**config.mk**
```make
export PLATFORM = sky130hd
export DESIGN_NAME = fvalue_bank
export DESIGN_NICKNAME = d
export VERILOG_FILES = /design/src/rtl/fvalue_bank.sv
export SDC_FILE = /design/constraint.sdc
export NUM_CORES = 1
export LEC_CHECK = 0
export ABC_AREA = 1
export CORE_AREA = 2 2 48 72
export DETAILED_ROUTE_END_ITERATION = 10
export DIE_AREA = 0 0 50 74
export DONT_BUFFER_PORTS = 1
export GPL_TIMING_DRIVEN = 0
export PLACE_DENSITY = 0.77
export SLEW_MARGIN = 30
export SYNTH_ARGS = -nofsm -noshare
export SYNTH_HDL_FRONTEND = slang
export SYNTH_SLANG_ARGS = --single-unit
```
**constraint.sdc**
```tcl
create_clock -name clk_i -period 2.8 [get_ports clk_i]
set_clock_uncertainty 0.1 [all_clocks]
set_input_delay 0.42 -clock clk_i [delete_from_list [all_inputs] [get_ports clk_i]]
set_output_delay 0.42 -clock clk_i [all_outputs]
set_load 0.005 [all_outputs]
```
**src/rtl/fvalue_bank.sv**
```systemverilog
// ---------------------------------------------------------------------------
// fvalue_bank
//
// Purpose:
//   A small bank of N_REGS preset field registers, each FIELD_W bits wide,
//   behind a Wishbone slave port. Reads return the field zero-extended to
//   32 bits. Writes are byte-lane masked and pass through one pipeline stage
//   before they land in the field register. Every accepted in-range write
//   pulses the strobe of its register.
//
// Optional feature (compile-time macro FVALUE_BANK_LOCK_EN):
//   Adds a lock register at address N_REGS. Bit 0 is readable and writable
//   and resets to 0. While it is set, field writes are still acked but they
//   change nothing and pulse no strobe. Without the macro, address N_REGS
//   is out of range like any other unused address.
//
// Ports:
//   clk_i        single clock
//   rst_n_i      asynchronous, active-low reset
//   wb_cyc_i     Wishbone cycle
//   wb_stb_i     Wishbone strobe
//   wb_adr_i     word address (4 bits)
//   wb_sel_i     byte-lane selects
//   wb_we_i      write enable
//   wb_dat_i     write data
//   wb_ack_o     one-cycle ack, the cycle after acceptance (in range)
//   wb_err_o     one-cycle error, same timing (out of range)
//   wb_rty_o     always 0
//   wb_stall_o   ~(ack|err) & cyc & stb
//   wb_dat_o     read data, valid in the ack/err cycle
//   fields_o     current field values; register i at [i*FIELD_W +: FIELD_W]
//   wr_strobe_o  one-cycle pulse per register, in the ack cycle of a write
// ---------------------------------------------------------------------------
module fvalue_bank #(
  parameter int                         N_REGS  = 4,
  parameter int                         FIELD_W = 4,
  parameter logic [N_REGS*FIELD_W-1:0]  PRESET  = {(N_REGS*FIELD_W){1'b1}}
) (
  input  logic                       clk_i,
  input  logic                       rst_n_i,
  input  logic                       wb_cyc_i,
  input  logic                       wb_stb_i,
  input  logic [3:0]                 wb_adr_i,
  input  logic [3:0]                 wb_sel_i,
  input  logic                       wb_we_i,
  input  logic [31:0]                wb_dat_i,
  output logic                       wb_ack_o,
  output logic                       wb_err_o,
  output logic                       wb_rty_o,
  output logic                       wb_stall_o,
  output logic [31:0]                wb_dat_o,
  output logic [N_REGS*FIELD_W-1:0]  fields_o,
  output logic [N_REGS-1:0]          wr_strobe_o
);

  localparam int         FW      = N_REGS * FIELD_W;
  // Addresses are widened by one bit so that N_REGS = 16 (the lock address
  // in that case) is representable without wrapping onto address 0.
  localparam logic [4:0] NREGS_A = 5'(N_REGS);

  // Request decode
  logic [4:0]          w_adr;
  logic [4:0]          w_wr_adr;
  logic                w_req;
  logic                w_acc_rd;
  logic                w_acc_wr;
  logic                w_is_field;
  logic                w_is_lock;
  logic                w_in_range;
  logic                w_locked;
  logic [31:0]         w_lock_word;
  logic [FIELD_W-1:0]  w_rd_field;
  logic [31:0]         w_rd_data;
  logic [FIELD_W-1:0]  w_bit_mask;
  logic [FW-1:0]       w_fields_next;
  logic [N_REGS-1:0]   w_strobe_next;
  logic                w_unused;

  // State
  logic                r_rd_busy;
  logic                r_wr_busy;
  logic                r_ack;
  logic                r_err;
  logic [31:0]         r_dat;
  logic [N_REGS-1:0]   r_strobe;
  logic                r_wr_vld;
  logic [3:0]          r_wr_adr;
  logic [3:0]          r_wr_sel;
  logic [31:0]         r_wr_dat;
  // Power-up value comes from the declaration, so the fields hold PRESET
  // even if the reset is never pulsed.
  logic [FW-1:0]       r_fields = PRESET;

  assign w_adr    = {1'b0, wb_adr_i};
  assign w_wr_adr = {1'b0, r_wr_adr};
  assign w_req    = wb_cyc_i & wb_stb_i;

  // Reads and writes track their own in-progress flag, so a read can be
  // accepted while a write is still acking and vice versa.
  assign w_acc_rd = w_req & ~wb_we_i & ~r_rd_busy;
  assign w_acc_wr = w_req &  wb_we_i & ~r_wr_busy;

  assign w_is_field = (w_adr < NREGS_A);
  assign w_in_range = w_is_field | w_is_lock;

`ifdef FVALUE_BANK_LOCK_EN
  logic r_lock;

  assign w_is_lock   = (w_adr == NREGS_A);
  assign w_locked    = r_lock;
  assign w_lock_word = {31'd0, r_lock};

  // The lock bit sits in byte lane 0 and follows the same lane masking as
  // the fields.
  always_ff @(posedge clk_i or negedge rst_n_i) begin
    if (!rst_n_i) begin
      r_lock <= 1'b0;
    end else if (r_wr_vld && (w_wr_adr == NREGS_A) && r_wr_sel[0]) begin
      r_lock <= r_wr_dat[0];
    end
  end
`else
  assign w_is_lock   = 1'b0;
  assign w_locked    = 1'b0;
  assign w_lock_word = 32'd0;
`endif

  // Read mux over the field registers
  always_comb begin
    w_rd_field = '0;
    for (int i = 0; i < N_REGS; i++) begin
      if (w_adr == 5'(i)) begin
        w_rd_field = r_fields[i*FIELD_W +: FIELD_W];
      end
    end
  end

  assign w_rd_data = w_is_field ? 32'(w_rd_field) :
                     w_is_lock  ? w_lock_word     : 32'd0;

  // Field bit b is governed by byte lane b/8 of the registered write.
  genvar gi;
  generate
    for (gi = 0; gi < FIELD_W; gi++) begin : g_mask
      assign w_bit_mask[gi] = r_wr_sel[gi/8];
    end

    for (gi = 0; gi < N_REGS; gi++) begin : g_field
      logic w_hit;
      assign w_hit = (w_wr_adr == 5'(gi));
      assign w_fields_next[gi*FIELD_W +: FIELD_W] =
        w_hit ? ((r_fields[gi*FIELD_W +: FIELD_W] & ~w_bit_mask) |
                 (r_wr_dat[FIELD_W-1:0] & w_bit_mask))
              : r_fields[gi*FIELD_W +: FIELD_W];
      // The strobe ignores sel: a write with no lanes still counts.
      assign w_strobe_next[gi] = w_acc_wr & ~w_locked & (w_adr == 5'(gi));
    end
  endgenerate

  always_ff @(posedge clk_i or negedge rst_n_i) begin
    if (!rst_n_i) begin
      r_rd_busy <= 1'b0;
      r_wr_busy <= 1'b0;
      r_ack     <= 1'b0;
      r_err     <= 1'b0;
      r_dat     <= 32'd0;
      r_strobe  <= '0;
      r_wr_vld  <= 1'b0;
      r_wr_adr  <= 4'd0;
      r_wr_sel  <= 4'd0;
      r_wr_dat  <= 32'd0;
      r_fields  <= PRESET;
    end else begin
      // The ack/err always arrives the cycle after acceptance, so a busy
      // flag is high exactly during that response cycle and clears with it.
      r_rd_busy <= w_acc_rd;
      r_wr_busy <= w_acc_wr;
      r_ack     <= (w_acc_rd | w_acc_wr) & w_in_range;
      r_err     <= (w_acc_rd | w_acc_wr) & ~w_in_range;
      r_dat     <= w_acc_rd ? w_rd_data : 32'd0;
      r_strobe  <= w_strobe_next;

      // Write pipeline stage
      r_wr_vld <= w_acc_wr;
      if (w_acc_wr) begin
        r_wr_adr <= wb_adr_i;
        r_wr_sel <= wb_sel_i;
        r_wr_dat <= wb_dat_i;
      end

      // Commit at the edge that ends the ack cycle. Out-of-range and lock
      // addresses hit no field, so w_fields_next equals r_fields for them.
      // Writes are serialised, so the lock cannot change between the
      // acceptance of a field write and its commit.
      if (r_wr_vld && !w_locked) begin
        r_fields <= w_fields_next;
      end
    end
  end

  // Data bits above FIELD_W and unused byte lanes are intentionally ignored.
  assign w_unused = ^{r_wr_dat, r_wr_sel};

  assign wb_ack_o    = r_ack;
  assign wb_err_o    = r_err;
  assign wb_rty_o    = 1'b0;
  assign wb_stall_o  = ~(r_ack | r_err) & wb_cyc_i & wb_stb_i;
  assign wb_dat_o    = r_dat;
  assign fields_o    = r_fields;
  assign wr_strobe_o = r_strobe;

endmodule

```
Word-level counts from Yosys, hierarchy flattened
Cells that the tools add are included.

storage, ports and cells
  register bits = 37
  bits of input ports = 45
  output and inout bits = 56
  logic and storage cells = 62

operators by class
  $lt $le $gt $ge = 1
  eq/ne operators = 6
  multiplexer cells = 6
  bitwise gates (word level) = 30
  reductions and logical operators = 6

operator list
  cell                                                         count
  two-way mux 4 bit                                            6
  AND 4 bit                                                    5
  equality test 4 x 2 -> 1 bit (second input constant)         4
  bitwise OR 4 bit                                             4
  AND 1 bit                                                    13
  zero test 5 bit                                              2
  equality test 4 x 1 -> 1 bit (second input constant)         2
  AND reduction 2 bit                                          4
  inverter 1 bit                                               5
  less-than comparator 4 x 3 -> 1 bit (second input constant)  1
  inverter 4 bit                                               1
  bitwise OR 1 bit                                             2

Longest topological paths before layout
Gate-level depths: netlist of run 1.

  depth after elaboration = 7
  gate-level depth with buffers = 6
  mapped depth without buffers = 6

Worst setup path before layout of run 1
No wires, ideal clock.

  path type = input -> register
  start point = in wb_adr_i[0]
  end point = reg r_dat[2] (netlist: wb_dat_o[2])
  library setup time = 0.116 ns
  arrival = 0.967 ns
  slack = 1.617 ns
  stages on the path = 5
  path buffers = 1
  cell sequence = buf_2 -> nor2_1 -> nand3_1 -> nand3_1 -> nor2_1

between the ends
  cells in the longest elaborated chain, start to end = 7
  elaborated cells on any way between the ends = 11
  classes of those cells = order compare (1); eq/ne (3); mux (6); reduce/logical (1)

RTL lines
  what                             RTL line  text
  from (decl)                      43        input logic [3:0] wb_adr_i,
  zero test 5 bit                  132       if (w_adr == 5'(i)) begin
  two-way mux 4 bit (4 in series)  132
  two-way mux 4 bit (*)            138       assign w_rd_data = w_is_field ? 32'(w_rd_field) :
  two-way mux 4 bit (*)            180       r_dat <= w_acc_rd ? w_rd_data : 32'd0;
  to (signal assigned)             180
  to (decl)                        84        logic [31:0] r_dat;

Mark *: on every way between the ends. The rest lies on a longest branch, timed or not.
A chain may end at the register's enable or synchronous reset.

Worst setup path in the final report of run 1
  start point = reg r_err (netlist: wb_err_o)
  end point = out wb_stall_o

between the ends
  cells in the longest elaborated chain, start to end = 4

RTL lines
  what                     RTL line  text
  from (decl)              83        logic r_err;
  from (signal assigned)   179       r_err <= (w_acc_rd | w_acc_wr) & ~w_in_range;
  bitwise OR 1 bit         207       assign wb_stall_o = ~(r_ack | r_err) & wb_cyc_i & wb_stb_i;
  inverter 1 bit           207
  AND 1 bit (2 in series)  207
  to (decl)                50        output logic wb_stall_o,

No other way between the ends.

==> results of run 1 <==
[cell type report]
cell class | instances | area (µm²) | share of cell area
well taps | 40 | 50.0 | 0.0229
repair buffers | 2 | 30.0 | 0.0137
plain buffers | 32 | 241 | 0.110
inverters | 21 | 78.8 | 0.0360
flip-flops and latches | 37 | 946 | 0.432
multi-input cells | 159 | 727 | 0.332
clock buffers | 5 | 68.8 | 0.0314
clock inverters | 3 | 46.3 | 0.0212
[metrics by stage]
step	utilization	hold WS, ps	worst slack (ps)	total power [µW]	cell area (µm²)
after floorplan	-	24.4	1620	813	1990
after global placement	0.660	25.1	1510	853	2040
after detailed placement	0.660	24.8	1490	859	2040
after CTS	0.707	115	1340	1340	2190
after global routing	0.707	118	1310	1390	2190
final	0.707	126	1350	1320	2190
[layer usage]
metal	up-vias	track usage	share of wire
met5	-	0	0
met4	0	0.179	0.040
met3	12	0.0703	0.092
met2	69	0.365	0.51
met1	615	0.207	0.36
li1	706	-	-
[cells in the mapped netlist]
cell | number | area, µm²
nor2_4 | 3 | 33.8
nand3_2 | 1 | 10.0
a21oi_1 | 2 | 10.0
dfstp_2 | 16 | 420
o21ai_1 | 8 | 40.0
nor2_2 | 1 | 6.26
inv_2 | 4 | 15.0
conb_1 | 1 | 3.75
nand3b_1 | 3 | 22.5
buf_6 | 1 | 11.3
nand3_4 | 1 | 17.5
nand2_1 | 61 | 229
nand2_2 | 2 | 12.5
dfrtp_1 | 21 | 526
buf_4 | 30 | 225
nand3_1 | 22 | 110
nor3_1 | 2 | 10.0
buf_2 | 1 | 5.00
nor2_1 | 19 | 71.3
o21ai_0 | 3 | 15.0
inv_1 | 17 | 63.8
nor3_2 | 1 | 10.0
nor2_8 | 1 | 20.0
[power by group]
group | switching, µW | leakage, µW | internal, µW
clock network | 194 | 0.0000543 | 266
logic | 105 | 0.000636 | 71.9
registers | 68.2 | 0.000444 | 618
[worst register-to-register path: stages, from the launching register on]
cell     delay [ps]
dfrtp_1         390
nor2_1          160
nand2_1         190
inv_2           150
nand2_2          80
nand2_1          70
nand2_1          50
[what timing repair did]
| item | CTS | global route |
|---|---|---|
| hold buffers | 2 | 0 |
| resized for setup | 0 | 0 |
| endpoints found under the hold margin | 37 | 0 |
[final timing paths]
| check | from | endpoint | depth (start not counted) |
|---|---|---|---|
| max in group asynchronous | rst_n_i | async pin | 2 |
| min in group asynchronous | rst_n_i | r_wr_dat[2] | 2 |
| min reg2reg | flop | flop | 2 |
| max reg2reg | r_wr_adr[3] | flop | 6 |
| min | wb_sel_i[0] | r_wr_sel[0] | 2 |
| max | wb_err_o | wb_stall_o | 1 |
[logic make-up (layout without fill, tap and decap cells)]
family | after synthesis | in the layout | synth area share
compound gates | 13 | 13 | 0.0345
simple gates | 117 | 117 | 0.293
other cells | 1 | 29 | 0.00199
flops | 37 | 37 | 0.501
buf+inv | 53 | 63 | 0.170
==> impl_metrics.tcl, run 1 <==
set metrics [dict create \
    drt_iter0_markers 25 \
    place.gp.congestion 0.867 \
    port_buffers 0 \
    die_area_um2 3700 \
    finalCriticalPeriod_ps 1450 \
    area_growth_pct 15.9 \
    cts_tree "built" \
    vias_per_cell 4.69 \
    endpoint_kind "output port" \
    cellPowerDensity_nw_per_um2 605 \
    start_kind "flop" \
    min_period_over_period 0.518 \
    post-cts-setup-buffer-count 0 \
    clk_latency_ps 300 \
    cp_cell_sequence "nor3_1" \
    power.leakage_uw 0.00113 \
    path_delay_family "flip-flops" \
    yosys_warnings 0 \
    grt-ovfl-total 0 \
    grt_pass1_vias 1316 \
    rsz0062_at_grt "false" \
    grt_max_degree 38 \
    synth.distinct_cells 23 \
    grt_pass1_wl_um 5710 \
    fmaxAchievable_mhz 690 \
    worstSetupPathType "reg -> out" \
    grtUsageTotal 0.214 \
    final_cell_mix "nand2_1 (61), buf_4 (30), conb_1 (29)" \
    crit_buf_inv 0 \
    antenna_found_initial 0 \
    start_util 0.610 \
    critPathSlowestCell "dfrtp_1" \
    outcome "complete, no violations" \
    avgSynthCellArea_um2 8.54 \
    die_w_um 50 \
    syn-cell-area_um2 1890 \
    ys_ff_latch 37 \
    synthCells 221 \
    cts_max_path_buffers 2 \
    maxCapViolCount 0 \
    peakVddDrop_uv 511 \
    nets 303 \
    r2r_slack_ps 1540 \
    setup-violations-final 0 \
    worstPathRequired_ps 2280 \
    io_pins 101 \
    final_antenna_net_count 0 \
    max_stage_delay_ps 390 \
    post_drt_wl_per_cell_um 11.8 \
    cts-root-buf "clkbuf_8" \
    fp.dieH_um 74 \
    setup-tns-final_ps 0 \
    cts_sinks 37 \
    report.final.slew_viol_count 0 \
    layout_commonest_cell "nand2_1" \
    drt-total-wl_um 3530 \
    cts_made_buffers 5 \
    drt-pass1-iter-count 4 \
    core_um2 3100 \
    drc_errors 0 \
    place_inst 289 \
    hpwl_um 2750 \
    diodes 0 \
    layout-drive-gt1-share 0.274 \
    critPathArrivalTime_ps 930 \
    htree_levels 2 \
    fin_cells 299 \
    min_path_type "in -> reg" \
    path_max_fanout 2 \
    ys_seq_area_frac 0.501 \
    via_count 1402 \
    rows 25 \
    fillCellCount 247 \
    clk_pin_slew_ps 80 \
    finalHoldViolCount 0 \
]
Note: power is estimated with default switching activity, not from simulation.
==> run 2, diff against run 1 <==
CORE_AREA = 2 2 49 73   (was 2 2 48 72)
DIE_AREA = 0 0 51 75   (was 0 0 50 74)
PLACE_DENSITY = 0.75   (was 0.77)
clock period = 1.36 ns   (was 2.8 ns; I/O delays follow)
==> run 2 against run 1 <==
  * Sequential cell count is the same
  * Die area grew 3.4%
  * Final area grew 1.9%
  * Combinational power grew 120%
  * First-iteration DRC count grew 36%
  * Sequential power grew 110%
  * Critical path depth grew 4
  * Setup slack lost 1300 ps
  * Clock power grew 58%
  * Non-clock buffer count grew 7
  * Register-to-register slack lost 1400 ps
  * Total power grew 91%
  * Critical path type is now reg -> reg
  * Critical endpoint is now wr_strobe_o[3]
  * Largest cell class unchanged
==> impl_metrics.tcl, run 2 (synthesis results as in run 1) <==
set metrics [dict create \
    outcome "complete, no violations" \
    area_growth_pct 18.2 \
    drc_errors 0 \
    nets 310 \
    layout-drive-gt1-share 0.263 \
    share_seq_of_total_power 0.560 \
    switching_power_uw 735 \
    fillCellCount 260 \
    peakVddDrop_uv 1070 \
    final_antenna_net_count 0 \
    drt-total-wl_um 3690 \
    hpwl_um 2840 \
    post_drt_wl_per_cell_um 12.0 \
    fmaxAchievable_mhz 792 \
    drt_iter0_markers 34 \
    vias_per_cell 4.67 \
    clk_pin_slew_ps 70 \
    finalHoldViolCount 0 \
    io_pins 101 \
    finalCriticalPeriod_ps 1260 \
    p_total_uw 2520 \
    port_buffers 0 \
    maxCapViolCount 0 \
    drt-pass1-iter-count 4 \
    cts_max_path_buffers 2 \
    report.final.slew_viol_count 0 \
    min_period_over_period 0.928 \
    path_max_fanout 9 \
    worstPathRequired_ps 1480 \
    start_util 0.598 \
    rsz0062_at_grt "false" \
    cts-root-buf "clkbuf_8" \
    cts_sinks 37 \
    setup-violations-final 0 \
    switching_share 0.291 \
    diodes 0 \
    min_path_type "in -> reg" \
    worstSetupPathType "reg -> reg" \
    rows 25 \
    grt_pass1_vias 1379 \
    grtUsageTotal 0.217 \
    layout_commonest_cell "nand2_1" \
    critPathArrivalTime_ps 1380 \
    endpoint_kind "flop" \
    place_inst 289 \
    r2r_slack_ps 100 \
    grt_max_degree 38 \
    fp.dieH_um 75 \
    cellPowerDensity_nw_per_um2 1130 \
    fin_cells 306 \
    grt_pass1_wl_um 6010 \
    cts_made_buffers 5 \
    clockPowerShare 0.289 \
    htree_levels 2 \
    p_comb_frac 0.151 \
    die_area_um2 3830 \
    setup-tns-final_ps 0 \
    clk_latency_ps 290 \
    power.leakage_uw 0.00115 \
    antenna_found_initial 0 \
    place.gp.congestion 0.854 \
    via_count 1428 \
    cts_tree "built" \
    utilization 0.706 \
    final_cell_mix "nand2_1 (61), buf_4 (30), conb_1 (29)" \
    start_kind "flop" \
    core_um2 3160 \
    p_int_uw 1790 \
    grt-ovfl-total 0 \
    die_w_um 51 \
]
run 2: cell count changes in the layout (fill, tap and decap cells not counted):
cell,change
bufinv_16,-1
clkinv_4,-1
clkinv_2,+2
nor2_2,-1
clkinvlp_4,-1
nor2_4,+1
clkbuf_1,+1
dlygate4sd3_1,+7
run 2: repair_timing:
| action | 4_1_cts | 5_1_grt |
|---|---|---|
| gates resized for setup | 0 | 1 |
| buffers inserted | 0 | 0 |
| endpoints found under the setup margin | 0 | 2 |
| endpoints found under the hold margin | 44 | 0 |
| hold buffers | 9 | 0 |
run 2: worst max-delay path, stage by stage (launching register included):
cell and delay [ps]:
dfrtp_1 420, inv_1 100, nand3_2 180, inv_2 180, nand2_1 90, nor2_1 120
run 2: power by group through the flow:
stage                     combinational (µW)  clock, µW  sequential (µW)
after floorplan                          291          0             1380
after global placement                   327          0             1430
after detailed placement                 333          0             1430
after CTS                                380        739             1410
after global routing                     436        799             1430
final                                    381        728             1410
run 2: final cells by class:
cell class / count / area (µm²) / area share
tap: 40 / 50.0 / 0.0224
multi-input combinational: 159 / 732 / 0.328
buffer: 32 / 241 / 0.108
sequential: 37 / 946 / 0.424
inverter: 21 / 78.8 / 0.0353
clock buffer: 6 / 72.6 / 0.0325
timing repair buffer: 9 / 100 / 0.0449
clock inverter: 2 / 10.0 / 0.00449
run 2: stage by stage:
stage | hold WS (ps) | instance area (µm²) | setup slack [ps]
floorplan | -192 | 1990 | 265
global placement | -191 | 2040 | 110
detailed placement | -191 | 2040 | 116
CTS | 25.6 | 2230 | 97.9
global route | 62.6 | 2230 | 3.56
finish | 31.6 | 2230 | 97.8
run 2: layer usage:
| layer | track usage | vias up | wire, µm |
|---|---|---|---|
| met3 | 0.0655 | 7 | 290 |
| met1 | 0.216 | 641 | 1350 |
| met2 | 0.408 | 62 | 1980 |
| met5 | 0 | - | 0 |
| met4 | 0.0961 | 0 | 68 |
| li1 | - | 718 | - |
run 2: worst paths after layout:
check / from / to / depth (start not counted)
min reg2reg: flop / flop / 2
max: r_wr_vld / wr_strobe_o[3] / 5
max in group asynchronous: rst_n_i / async pin / 2
min in group asynchronous: rst_n_i / wr_strobe_o[3] / 2
max reg2reg: r_wr_vld / wr_strobe_o[3] / 5
min: wb_adr_i[1] / wr_strobe_o[1] / 3
==> run 3, diff against run 2 <==
CELL_PAD_IN_SITES_DETAIL_PLACEMENT = 0   (was not set)
CELL_PAD_IN_SITES_GLOBAL_PLACEMENT = 1   (was not set)
CORE_AREA = 2 2 58 87   (was 2 2 49 73)
DIE_AREA = 0 0 60 89   (was 0 0 51 75)
PLACE_DENSITY = not set   (was 0.75)
PLACE_DENSITY_LB_ADDON = 0.1   (was not set)
TNS_END_PERCENT = 100   (was not set)
==> run 3 against run 2 <==
  * Final cell count grew 7.8%
  * Setup slack gained 40 ps
  * Via count shrank 2.0%
  * Sequential cell count is the same
  * Sequential power is essentially flat
==> impl_metrics.tcl, run 3 (synthesis results as in run 1) <==
set metrics [dict create \
    outcome "complete, no violations" \
    layout_commonest_cell "nand2_1" \
    peakVddDrop_uv 512 \
    drt-pass1-iter-count 4 \
    final_cell_mix "nand2_1 (59), buf_4 (30), conb_1 (29)" \
    setup-violations-final 0 \
    clk_latency_ps 290 \
    via_count 1400 \
    min_path_type "in -> reg" \
    grt_pass1_wl_um 6500 \
    finalHoldViolCount 0 \
    grt_max_degree 38 \
    endpoint_kind "flop" \
    drt_iter0_markers 46 \
    clk_pin_slew_ps 60 \
    cts_max_path_buffers 2 \
    area_growth_pct 21.4 \
    path_max_fanout 4 \
    cellPowerDensity_nw_per_um2 1160 \
    grt-ovfl-total 0 \
    grtUsageTotal 0.166 \
    htree_levels 2 \
    worstSetupPathType "in -> reg" \
    die_w_um 60 \
    clockPowerShare 0.318 \
    critPathLaunch "wb_adr_i[2]" \
    layout-drive-gt1-share 0.278 \
    report.final.slew_viol_count 0 \
    rr_worst_depth 5 \
    fmaxAchievable_mhz 818 \
    finalCriticalPeriod_ps 1220 \
    cts_sinks 37 \
    diodes 0 \
    place.gp.congestion 0.768 \
    p_comb_frac 0.147 \
    p_int_uw 1900 \
    cp-endpoint "wb_dat_o[2]" \
    start_util 0.416 \
    timing.hold.ws_ps 28.1 \
    cts_made_buffers 5 \
    grt_pass1_vias 1294 \
    post-place-ws_ps 79.1 \
    switching_share 0.285 \
    maxCapViolCount 0 \
    share_seq_of_total_power 0.535 \
    r2r_slack_ps 160 \
    rows 30 \
    power.leakage_uw 0.00116 \
    critPathArrivalTime_ps 1340 \
    fp.dieH_um 89 \
    start_kind "input pin" \
    setup-tns-final_ps 0 \
    vias_per_cell 4.24 \
    nets 310 \
    final_antenna_net_count 0 \
    worstPathRequired_ps 1470 \
    io_pins 101 \
    switching_power_uw 754 \
    drc_errors 0 \
    fillCellCount 461 \
    port_buffers 0 \
    regToRegStartpoint "r_wr_vld" \
    min_period_over_period 0.899 \
    cts_tree "built" \
    reg2reg_to "r_wr_dat[1]" \
    hpwl_um 3020 \
    rsz0062_at_grt "false" \
    die_area_um2 5340 \
    drt-total-wl_um 3930 \
    antenna_found_initial 0 \
    post-cts-setup-buffer-count 0 \
    post_drt_wl_per_cell_um 11.9 \
    core_um2 4540 \
    setup_slack_ps 137 \
    cts-root-buf "clkbuf_8" \
]
## run 3: cell types whose count changed in the layout (fill, tap and decap cells not counted), sizes merged
cell and delta:
clkbuf +1, clkinv -1
## run 3: repair_timing
item	4_1_cts	5_1_grt
hold endpoints to repair	44	0
endpoints found under the setup margin	0	17
gates resized for setup	0	5
hold buffers	9	0
## run 3: metrics by stage
| step | instances | instance area, µm² | total power [µW] | util |
|---|---|---|---|---|
| after global routing | 330 | 2290 | 2810 | 0.505 |
| final | 330 | 2290 | 2650 | 0.505 |
| after floorplan | 249 | 1990 | 1670 | - |
| after CTS | 330 | 2270 | 2680 | 0.501 |
| after global placement | 313 | 2070 | 1770 | 0.456 |
| after detailed placement | 313 | 2070 | 1780 | 0.456 |
## run 3: worst min-delay path by stage
| stage | startpoint | to | cells after the start |
|---|---|---|---|
| floorplan | rst_n_i | r_rd_busy | 0 |
| global placement | rst_n_i | r_wr_dat[1] | 0 |
| detailed placement | rst_n_i | r_wr_dat[1] | 0 |
| CTS | wb_adr_i[1] | wr_strobe_o[1] | 3 |
| global route | wb_adr_i[1] | wr_strobe_o[1] | 3 |
| finish | wb_adr_i[1] | wr_strobe_o[1] | 3 |
## run 3: final cells by class
cell class / count / area (µm²) / share of cell area
clock inverters: 1 / 5.00 / 0.00218
well taps: 64 / 80.1 / 0.0349
multi-input cells: 159 / 742 / 0.324
repair buffers: 9 / 100 / 0.0437
inverters: 21 / 81.3 / 0.0355
plain buffers: 32 / 241 / 0.105
flip-flops and latches: 37 / 946 / 0.413
clock buffers: 7 / 96.3 / 0.0420
## run 3: power by group through the flow
stage,logic [µW],clock network [µW],registers [µW]
2_1_floorplan,291,0,1380
3_3_place_gp,332,0,1440
3_5_place_dp,336,0,1440
4_1_cts,385,875,1420
5_1_grt,459,910,1440
6_report,390,843,1420
## run 3: routing by layer
layer  wire, µm  vias up  GRT usage
met5          0        -          0
met4        102        0     0.0808
met3        258        7     0.0376
met2       2020       54      0.272
met1       1540      622      0.202
li1           -      717          -
## run 3: critical path, stage by stage
cell	delay, ps
dlygate4sd3_1	540
inv_1	70
nand2_1	100
nor2_2	210
nand3_1	110
nor2_1	110
